--- src/rtl/mpu_pkg.sv ---
// Shared widths, FSM state type and size-legality check for the MPU load/store unit.
package mpu_pkg;
    localparam int M               = 4;
    localparam int N               = 4;
    localparam int FPBITS          = 31;
    localparam int MBITS           = 2;
    localparam int NBITS           = 2;
    localparam int MATRIX_REG_BITS = 2;
    localparam int IDX_BITS        = $clog2(M * N) + 1;

    typedef enum logic [2:0] {
        IDLE,
        LD_XFER,
        LD_WAIT,
        ST_PROBE,
        ST_XFER,
        ST_WAIT
    } lsu_state_e;

    function automatic logic size_legal(input logic [MBITS:0] m, input logic [NBITS:0] n);
        return (m != '0) && (n != '0) && (m <= (MBITS+1)'(M)) && (n <= (NBITS+1)'(N));
    endfunction
endpackage

--- src/rtl/mpu_lsu_idx_counter.sv ---
// Row-major (i,j) walker over an m x n matrix; holds at the last element instead of wrapping.
module mpu_lsu_idx_counter
    import mpu_pkg::*;
(
    input  logic           clk,
    input  logic           rst,
    input  logic           start,
    input  logic           step,
    input  logic [MBITS:0] m,
    input  logic [NBITS:0] n,
    output logic [MBITS:0] i,
    output logic [NBITS:0] j,
    output logic           last
);
    logic [IDX_BITS-1:0] k;
    logic [IDX_BITS-1:0] total;

    assign total = IDX_BITS'(m) * IDX_BITS'(n);
    assign last  = (k == total - IDX_BITS'(1));

    always_ff @(posedge clk or negedge rst) begin
        if (!rst) begin
            i <= '0;
            j <= '0;
            k <= '0;
        end else if (start) begin
            i <= '0;
            j <= '0;
            k <= '0;
        end else if (step && !last) begin
            k <= k + IDX_BITS'(1);
            if (j == n - (NBITS+1)'(1)) begin
                j <= '0;
                i <= i + (MBITS+1)'(1);
            end else begin
                j <= j + (NBITS+1)'(1);
            end
        end
    end
endmodule

--- src/rtl/mpu_load_store_unit.sv ---
// MPU-side responder moving matrices between the memory load/store bus and the matrix register file.
module mpu_load_store_unit
    import mpu_pkg::*;
#(
    parameter int REG_RD_LAT = 1
) (
    input  logic                     clk,
    input  logic                     rst,
    input  logic                     load_en,
    input  logic                     store_en,
    input  logic [FPBITS:0]          mem_load_element,
    input  logic [MBITS:0]           mem_m_load_size,
    input  logic [NBITS:0]           mem_n_load_size,
    input  logic [MATRIX_REG_BITS:0] mem_load_addr,
    input  logic [MATRIX_REG_BITS:0] mem_store_addr,
    output logic                     mem_load_ack,
    output logic                     mem_load_error,
    output logic                     mem_store_en,
    output logic                     mem_store_error,
    output logic [FPBITS:0]          mem_store_element,
    output logic [MBITS:0]           mem_m_store_size,
    output logic [NBITS:0]           mem_n_store_size,
    output logic                     reg_load_en,
    output logic [MATRIX_REG_BITS:0] reg_load_addr,
    output logic [FPBITS:0]          reg_load_element,
    output logic [MBITS:0]           reg_m_load_size,
    output logic [NBITS:0]           reg_n_load_size,
    output logic [MBITS:0]           reg_i_load_loc,
    output logic [NBITS:0]           reg_j_load_loc,
    output logic                     reg_store_en,
    output logic [MATRIX_REG_BITS:0] reg_store_addr,
    output logic [MBITS:0]           reg_i_store_loc,
    output logic [NBITS:0]           reg_j_store_loc,
    input  logic [FPBITS:0]          reg_store_element,
    input  logic [MBITS:0]           reg_m_store_size,
    input  logic [NBITS:0]           reg_n_store_size
);
    if (REG_RD_LAT != 1) begin : g_rd_lat_check
        $error("mpu_load_store_unit supports REG_RD_LAT == 1 only");
    end

    lsu_state_e state, state_nxt;

    logic           probe_sent, rd_pending, rd_done;
    logic [MBITS:0] ld_i, st_i;
    logic [NBITS:0] ld_j, st_j;
    logic           ld_last, st_last;
    logic           ld_req, ld_ok, st_req, ld_step, st_step, probe_ready, st_ok;

    assign ld_req      = (state == IDLE) && load_en;
    assign ld_ok       = size_legal(mem_m_load_size, mem_n_load_size);
    assign st_req      = (state == IDLE) && !load_en && store_en;
    assign ld_step     = (state == LD_XFER);
    assign st_step     = (state == ST_XFER) && !rd_done;
    assign probe_ready = (state == ST_PROBE) && probe_sent;
    assign st_ok       = (reg_m_store_size != '0) && (reg_n_store_size != '0);

    assign mem_load_ack    = ld_step;
    assign reg_store_en    = ((state == ST_PROBE) && !probe_sent) || st_step;
    assign reg_i_store_loc = st_i;
    assign reg_j_store_loc = st_j;

    mpu_lsu_idx_counter u_ld_idx (
        .clk   (clk),
        .rst   (rst),
        .start (ld_req),
        .step  (ld_step),
        .m     (reg_m_load_size),
        .n     (reg_n_load_size),
        .i     (ld_i),
        .j     (ld_j),
        .last  (ld_last)
    );

    mpu_lsu_idx_counter u_st_idx (
        .clk   (clk),
        .rst   (rst),
        .start (st_req),
        .step  (st_step),
        .m     (mem_m_store_size),
        .n     (mem_n_store_size),
        .i     (st_i),
        .j     (st_j),
        .last  (st_last)
    );

    always_ff @(posedge clk or negedge rst) begin
        if (!rst) state <= IDLE;
        else      state <= state_nxt;
    end

    // A store ends once the read issued for its last element has come back.
    always_comb begin
        state_nxt = state;
        case (state)
            IDLE: begin
                if (load_en)       state_nxt = ld_ok ? LD_XFER : LD_WAIT;
                else if (store_en) state_nxt = ST_PROBE;
            end
            LD_XFER:  if (ld_last) state_nxt = LD_WAIT;
            LD_WAIT:  if (!load_en) state_nxt = IDLE;
            ST_PROBE: if (probe_sent) state_nxt = st_ok ? ST_XFER : ST_WAIT;
            ST_XFER:  if (rd_pending && rd_done) state_nxt = ST_WAIT;
            ST_WAIT:  if (!store_en) state_nxt = IDLE;
            default:  state_nxt = IDLE;
        endcase
    end

    always_ff @(posedge clk or negedge rst) begin
        if (!rst) begin
            mem_load_error    <= 1'b0;
            mem_store_error   <= 1'b0;
            mem_store_en      <= 1'b0;
            mem_store_element <= '0;
            mem_m_store_size  <= '0;
            mem_n_store_size  <= '0;
            reg_load_en       <= 1'b0;
            reg_load_addr     <= '0;
            reg_load_element  <= '0;
            reg_m_load_size   <= '0;
            reg_n_load_size   <= '0;
            reg_i_load_loc    <= '0;
            reg_j_load_loc    <= '0;
            reg_store_addr    <= '0;
            probe_sent        <= 1'b0;
            rd_pending        <= 1'b0;
            rd_done           <= 1'b0;
        end else begin
            mem_load_error  <= ld_req && !ld_ok;
            mem_store_error <= probe_ready && !st_ok;
            probe_sent      <= (state == ST_PROBE) && !probe_sent;
            rd_pending      <= st_step;
            reg_load_en     <= ld_step;
            mem_store_en    <= (state == ST_XFER) && rd_pending;
            if (ld_req) begin
                reg_load_addr   <= mem_load_addr;
                reg_m_load_size <= mem_m_load_size;
                reg_n_load_size <= mem_n_load_size;
            end
            if (ld_step) begin
                reg_load_element <= mem_load_element;
                reg_i_load_loc   <= ld_i;
                reg_j_load_loc   <= ld_j;
            end
            if (st_req) begin
                reg_store_addr <= mem_store_addr;
                rd_done        <= 1'b0;
            end else if (st_step && st_last) begin
                rd_done <= 1'b1;
            end
            if (probe_ready && st_ok) begin
                mem_m_store_size <= reg_m_store_size;
                mem_n_store_size <= reg_n_store_size;
            end
            if ((state == ST_XFER) && rd_pending) mem_store_element <= reg_store_element;
        end
    end
endmodule

--- config.mk ---
export PLATFORM = sky130hd
export DESIGN_NAME = mpu_load_store_unit
export DESIGN_NICKNAME = d
export VERILOG_FILES = /design/src/rtl/mpu_pkg.sv /design/src/rtl/mpu_lsu_idx_counter.sv /design/src/rtl/mpu_load_store_unit.sv
export SDC_FILE = /design/constraint.sdc
export NUM_CORES = 1
export LEC_CHECK = 0
export BUFFER_PORTS_ARGS = -buffer_cell sky130_fd_sc_hd__buf_2
export CAP_MARGIN = 10
export CELL_PAD_IN_SITES_DETAIL_PLACEMENT = 1
export CELL_PAD_IN_SITES_GLOBAL_PLACEMENT = 2
export CORE_AREA = 3 3 139 141
export CTS_BUF_LIST = sky130_fd_sc_hd__clkbuf_2
export CTS_CLUSTER_SIZE = 10
export DETAILED_ROUTE_END_ITERATION = 12
export DIE_AREA = 0 0 142 144
export GPL_TIMING_DRIVEN = 1
export PLACE_DENSITY = 0.82
export REMOVE_ABC_BUFFERS = 1
export SYNTH_ARGS = -nofsm -noshare
export SYNTH_HDL_FRONTEND = slang
export SYNTH_SLANG_ARGS = --single-unit
--- constraint.sdc ---
create_clock -name clk -period 4 [get_ports clk]
set_input_delay 0.6 -clock clk [delete_from_list [all_inputs] [get_ports clk]]
set_output_delay 0.6 -clock clk [all_outputs]
set_load 0.02 [all_outputs]
# Word-level counts from Yosys, hierarchy flattened

Cells that the tools add are included.

$add $sub $neg: 10
Multipliers: 2
Equality and inequality tests: 15
$lt $le $gt $ge: 2
Multiplexer cells: 28
Reduce and logical (&&, ||, !) cells: 39

Operators by type and width:

| kind                | number |
|---|---|
| $mux 3              | 19 |
| $mux 5              | 4 |
| $logic_and 1x1->1   | 18 |
| $pmux 3 s6          | 1 |
| $add 3x1->3 const B | 4 |
| $reduce_bool 3->1   | 4 |
| $add 5x1->5 const B | 2 |
| $eq 5x5->1          | 2 |
| $mul 3x3->5         | 2 |
| $reduce_bool 2->1   | 5 |
| $sub 5x1->5 const B | 2 |
| $logic_not 1->1     | 7 |
| $eq 3x2->1 const B  | 2 |
| $eq 3x3->1          | 2 |
| $eq 3x3->1 const B  | 2 |
| $le 3x3->1 const B  | 2 |
| $ne 2x2->1 const B  | 3 |
| $reduce_and 6->1    | 1 |
| $sub 3x1->3 const B | 2 |
| $ne 2x1->1 const B  | 2 |
| $reduce_and 2->1    | 2 |
| $eq 3x1->1 const B  | 1 |
| $logic_not 3->1     | 1 |
| $mux 1              | 3 |
| 3 further kinds     | 3 |

Output and inout bits: 100
Input port bits: 86
Bits in registers: 120
Logic and storage cells: 120

# Longest topological paths before layout

Depth after elaboration: 7
Gate-level depth with buffers: 10
Depth with buffers taken out: 10

# Hierarchy

A second synthesis with hierarchy kept.

Cell total of the unflattened synthesis: 469
Area total of the unflattened synthesis: 6087.1 µm²

By module, submodules not included:

| module              | area an instance (µm²) | seq. area each (µm²) | cells an instance | times used |
|---|---|---|---|---|
| mpu_load_store_unit | 3942.5                 | 2452.4               | 243               | 1 |
| mpu_lsu_idx_counter | 1072.3                 | 275.3                | 113               | 2 |

# Worst setup path after synthesis

Ideal clock, no wire load.

Path kind: reg-to-reg
Start point: register mem_n_store_size[2]
End point: register u_st_idx.i[0]
Path buffers: 0
Period minus slack after synthesis: 3155 ps
Cell stages (with the launch flop): 11
Required time: 3920 ps
Library setup time: 80 ps
Arrival: 3075 ps
Path slack: 845 ps
Cell sequence: dfrtp_1 -> nand2_1 -> ha_1 -> fa_1 -> inv_1 -> fa_1 -> xor2_1 -> nor4_1 -> o21ai_1 -> o211ai_1 -> mux2i_1

Cells in the longest elaborated chain, start to end: 7
Elaborated cells between the ends (all ways): 10
Classes of those cells: 2 x add/sub; 1 x mul; 2 x eq/ne; 5 x reduce/logical

Ends and longest elaborated chain:

| what                                  | RTL line                   | RTL |
|---|---|---|
| start, declared                       | mpu_load_store_unit.sv:22  | `output logic [NBITS:0] mem_n_store_size,` |
| start signal, assigned                | mpu_load_store_unit.sv:153 | `mem_n_store_size <= reg_n_store_size;` |
| $mul 3x3->5                           | mpu_lsu_idx_counter.sv:18  | `assign total = IDX_BITS'(m) * IDX_BITS'(n);` |
| $sub 5x1->5                           | mpu_lsu_idx_counter.sv:19  | `assign last = (k == total - IDX_BITS'(1));` |
| $eq 5x5->1                            | mpu_lsu_idx_counter.sv:19  |  |
| $logic_not 1->1                       | mpu_lsu_idx_counter.sv:30  | `end else if (step && !last) begin` |
| $logic_and 1x1->1                     | mpu_lsu_idx_counter.sv:30  |  |
| $reduce_bool 2->1 (no source line)    | n/a                        |  |
| $reduce_and 2->1 (no source line) (*) | n/a                        |  |
| end signal, assigned                  | mpu_lsu_idx_counter.sv:34  | `i <= i + (MBITS+1)'(1);` |
| end, declared                         | mpu_lsu_idx_counter.sv:11  | `output logic [MBITS:0] i,` |

Every way passes the cells marked *; elsewhere a longest branch is shown, timed or not.
A chain may end at the register's enable or synchronous reset.

# Worst setup path in the final report

Start point: register mem_m_store_size[0]
End point: register u_st_idx.i[0]

Cells in the longest elaborated chain, start to end: 7

Ends and longest elaborated chain:

| what                               | RTL line                   | RTL |
|---|---|---|
| start, declared                    | mpu_load_store_unit.sv:21  | `output logic [MBITS:0] mem_m_store_size,` |
| start signal, assigned             | mpu_load_store_unit.sv:152 | `mem_m_store_size <= reg_m_store_size;` |
| $mul 3x3->5                        | mpu_lsu_idx_counter.sv:18  |  |
| $sub 5x1->5                        | mpu_lsu_idx_counter.sv:19  |  |
| $eq 5x5->1                         | mpu_lsu_idx_counter.sv:19  |  |
| $logic_not 1->1                    | mpu_lsu_idx_counter.sv:30  |  |
| $logic_and 1x1->1                  | mpu_lsu_idx_counter.sv:30  |  |
| $reduce_bool 2->1 (no source line) | n/a                        |  |
| $reduce_and 2->1 (no source line)  | n/a                        |  |

Every way passes these cells.

==> impl_metrics.csv <==
group,metric,value,unit
floorplanning,start_util,31.86,%
drt,wl_per_cell,15.87,um
synth,synthTopCellsByArea,"dfrtp_1 52%, nand2_1 11%, mux2_2 7.6%, ha_1 4.8%, mux2i_1 3.0%",
floorplanning,die-area,20450,sq um
setup_path,crit_path_max_fanout,7,
setup_path,end_kind,"flip-flop",
sta,fmax,284.0,MHz
power,irDropWorstVdd,0.0003176,V
power,p_per_area,789.6,nW/um^2
setup_path,r2r-start,"mem_m_store_size[0]",
setup_path,startpoint_type,"flip-flop",
floorplanning,die_x,142,um
job,drv_cap,0,
global_route,overflow,0,
placed_design,io_buffers,185,
cts,numCtsBuffers,17,
floorplanning,rows,49,
setup_path,crit_buf_inv,1,
setup_path,slowest_stage,"dfrtp_1",
final_layout,final_cell_area,7672,sq um
sta,setup_tns,0,ns
global_route,grt_max_degree,74,
setup_path,critPathKind,"reg2reg",
setup_path,max_stage_delay,0.51,ns
setup_path,critPathTopFamily,"adder cells",
drt,vias_per_cell,4.743,
synth,avgSynthCellArea,10.48,sq um
final_layout,drive_gt1_share,33.67,%
global_route,busiest_layer,"met2",
global_route,first_global_vias,5271,
cts,cts_tree,"yes",
sta,rsz0062_at_grt,"no",
sta,drv_slew,0,
setup_path,arrival,4.15,ns
drt,remaining_drc_errors,0,
sta,fin_skew,0.03325,ns
synth,ys_ff_latch,120,
outcome,status,"finished clean",
synth,synth_cells,550,
drt,drtAntennaViolNets,0,
global_route,grt_use_total,16.05,%
drt,vias,4881,
sta,fin_crit_sh,88.02,%
power,power_leakage,0.004242,uW
cts,cts_max_level,4,
cts,clkSinkCount,120,
setup_path,reg2reg_depth,10,
sta,setup_viol,0,
synth,synth.most_common_cell,"nand2_1",
sta,finalHoldViolCount,0,
worst_hold_path,hold_end,"reg_load_element[24]",
synth,yosys.area.top_type,"dfrtp_1",
global_route,grtUsageMet3,3.770,%
placed_design,dpl.hpwl,11.99,mm
placed_design,place_congestion,0.8303,
setup_path,worstPathCellList,"nand2_1, ha_1, fa_1, inv_1, fa_1, xor2_1, nor4_1, o21ai_1, o211ai_1, mux2i_1",
sta,worst_pin_slew,0.9340,ns
global_route,grt_antenna_before_repair,1,
setup_path,timing.rr.end,"u_st_idx.i[0]",
setup_path,cpMostUsedCell,"fa_1",
worst_hold_path,hold_path.class,"in2reg",
sta,hold-worst-slack,0.09256,ns
setup_path,required,4.63,ns
cts,path_clk_slew,0.24,ns
final_layout,area_growth,33.16,%
drt,drtIter0Drc,181,
sta,period_minus_slack,3.521,ns
worst_hold_path,holdCritStartpoint,"mem_load_element[24]",
final_layout,nNetsFinal,898,
drt,firstDrtPassIters,4,
synth,async_reset_ff_share,100.0,%
synth,ys.flop_type,"dfrtp_1",
global_route,grt_pass1_wl,26.27,mm
drt,drt-total-wl,16.33,mm
sta,slew_headroom,37.74,%
placed_design,placed_area,6943,sq um
global_route,met2_usage,27.75,%
cts,clock_latency,0.71,ns
synth,synth_top_cell_area_share,52.12,%
synth,ys_types,56,
synth,seq_area_frac_synth,52.12,%
synth,synth_common_cells,"173 x nand2_1, 120 x dfrtp_1, 39 x mux2_2, 22 x ha_1, 22 x inv_1",
setup_path,r2r_slack,0.48,ns
synth,synth-edff-count,0,
cts,root_buffer,"clkbuf_2",
cts,cts_buffer_depth,2,
floorplanning,io_pins,186,
worst_hold_path,min_path_cells,3,
synth,yosysWarnings,0,
synth,synthesis.area,5762,sq um
floorplanning,core_area,18090,sq um
floorplanning,die_height,144,um
cts,post_cts_buffers,0,
global_route,grtUsageMet1,19.61,%
==> cells in the final DEF, fill, tap and decap left out, types with 3 or more instances in the layout <==
master	synthesis	routed
dlygate4sd3_1	0	46
nor2b_1	3	3
or3_1	3	3
dfrtp_1	120	120
inv_1	22	22
inv_8	0	4
nand2b_1	6	6
xnor3_1	3	3
ha_1	22	22
and2_1	5	5
a21o_1	5	5
o21a_1	5	5
mux2_2	39	39
o21ai_1	3	3
o211ai_1	5	5
xnor2_1	5	5
a21oi_1	5	5
fa_1	4	4
nor2_1	10	10
nor3_1	8	8
o2111ai_1	3	3
xor2_1	9	9
buf_2	4	184
nand3_1	10	10
buf_4	1	6
mux2i_1	17	17
o21ai_0	9	9
nand2_1	173	173
a211oi_1	4	4
inv_6	0	6
clkbuf_2	0	17
==> metal layers <==
metal / share of wire [%] / wire length [um]
met5: 0 / 0
met4: 1.7 / 270
met3: 5.3 / 870
met2: 50 / 8095
met1: 43 / 7093
==> metrics by stage <==
stage               setup WS, ns  power (uW)  util, %  instances
floorplan                 0.8452        4156        -        530
global placement          0.7629        5087    38.39        950
detailed placement        0.5789        5226    38.39        950
CTS                       0.4460        6174    42.41       1028
global route              0.2032        6627    42.42       1029
finish                    0.4791        6058    42.42       1029
==> sequential cells by signal (all words and copies together) (netlist names), 3 cells and up <==
signal             count
reg_store_addr         3
reg_j_load_loc         3
mem_n_store_size       3
reg_m_load_size        3
reg_n_load_size        3
u_st_idx.i             3
u_st_idx.k             5
state                  3
reg_load_element      32
u_st_idx.j             3
reg_i_load_loc         3
reg_load_addr          3
u_ld_idx.j             3
u_ld_idx.k             5
u_ld_idx.i             3
mem_store_element     32
mem_m_store_size       3
==> timing repair <==
action	4_1_cts	5_1_grt
hold buffers	46	0
endpoints found under the hold margin	117	0
setup endpoints to repair	0	0
resized for setup	0	0
==> where the power goes <==
part | internal, uW | total [uW] | switching (uW) | leakage, uW
Combinational | 1230 | 3200 | 1970 | 0.00252
Clock | 317 | 869 | 552 | 0.000155
Sequential | 1620 | 1990 | 369 | 0.00157
==> cell type report <==
type,instances,area [sq um]
antenna,1,2.502
clock buffer,17,85.08
clock inverter,15,181.4
fill,2102,10410
inverter,23,86.33
multi-input combinational,387,2581
sequential,120,3003
tap,229,286.5
timing repair buffer,237,1446
==> how the worst max path moves through the flow <==
stage / cells after the start / start / end
final: 10 / mem_m_store_size[0] / u_st_idx.i[0]
after global routing: 10 / mem_n_store_size[2] / u_st_idx.k[1]
after CTS: 10 / mem_m_store_size[0] / u_st_idx.i[0]
after detailed placement: 10 / mem_m_store_size[0] / u_st_idx.k[1]
after global placement: 10 / mem_n_store_size[2] / u_st_idx.i[1]
after floorplan: 10 / mem_n_store_size[2] / u_st_idx.i[0]
==> cells by family after synthesis <==
family / Yosys count / share of synthesized area (%)
AOI/OAI and AO/OA: 55 / 6.797
and+or+nand+nor: 230 / 16.98
DFF: 120 / 52.12
xor gates and xnor gates: 20 / 4.278
muxes: 56 / 10.58
buffers and inverters: 43 / 3.084
adders and majority gates: 26 / 6.167
==> tightest hold or removal path, cell delays in order <==
cell and delay (ns):
buf_2 0.08, nand2_1 0.04, nand2_1 0.05
Note: power is estimated with default switching activity, not from simulation.
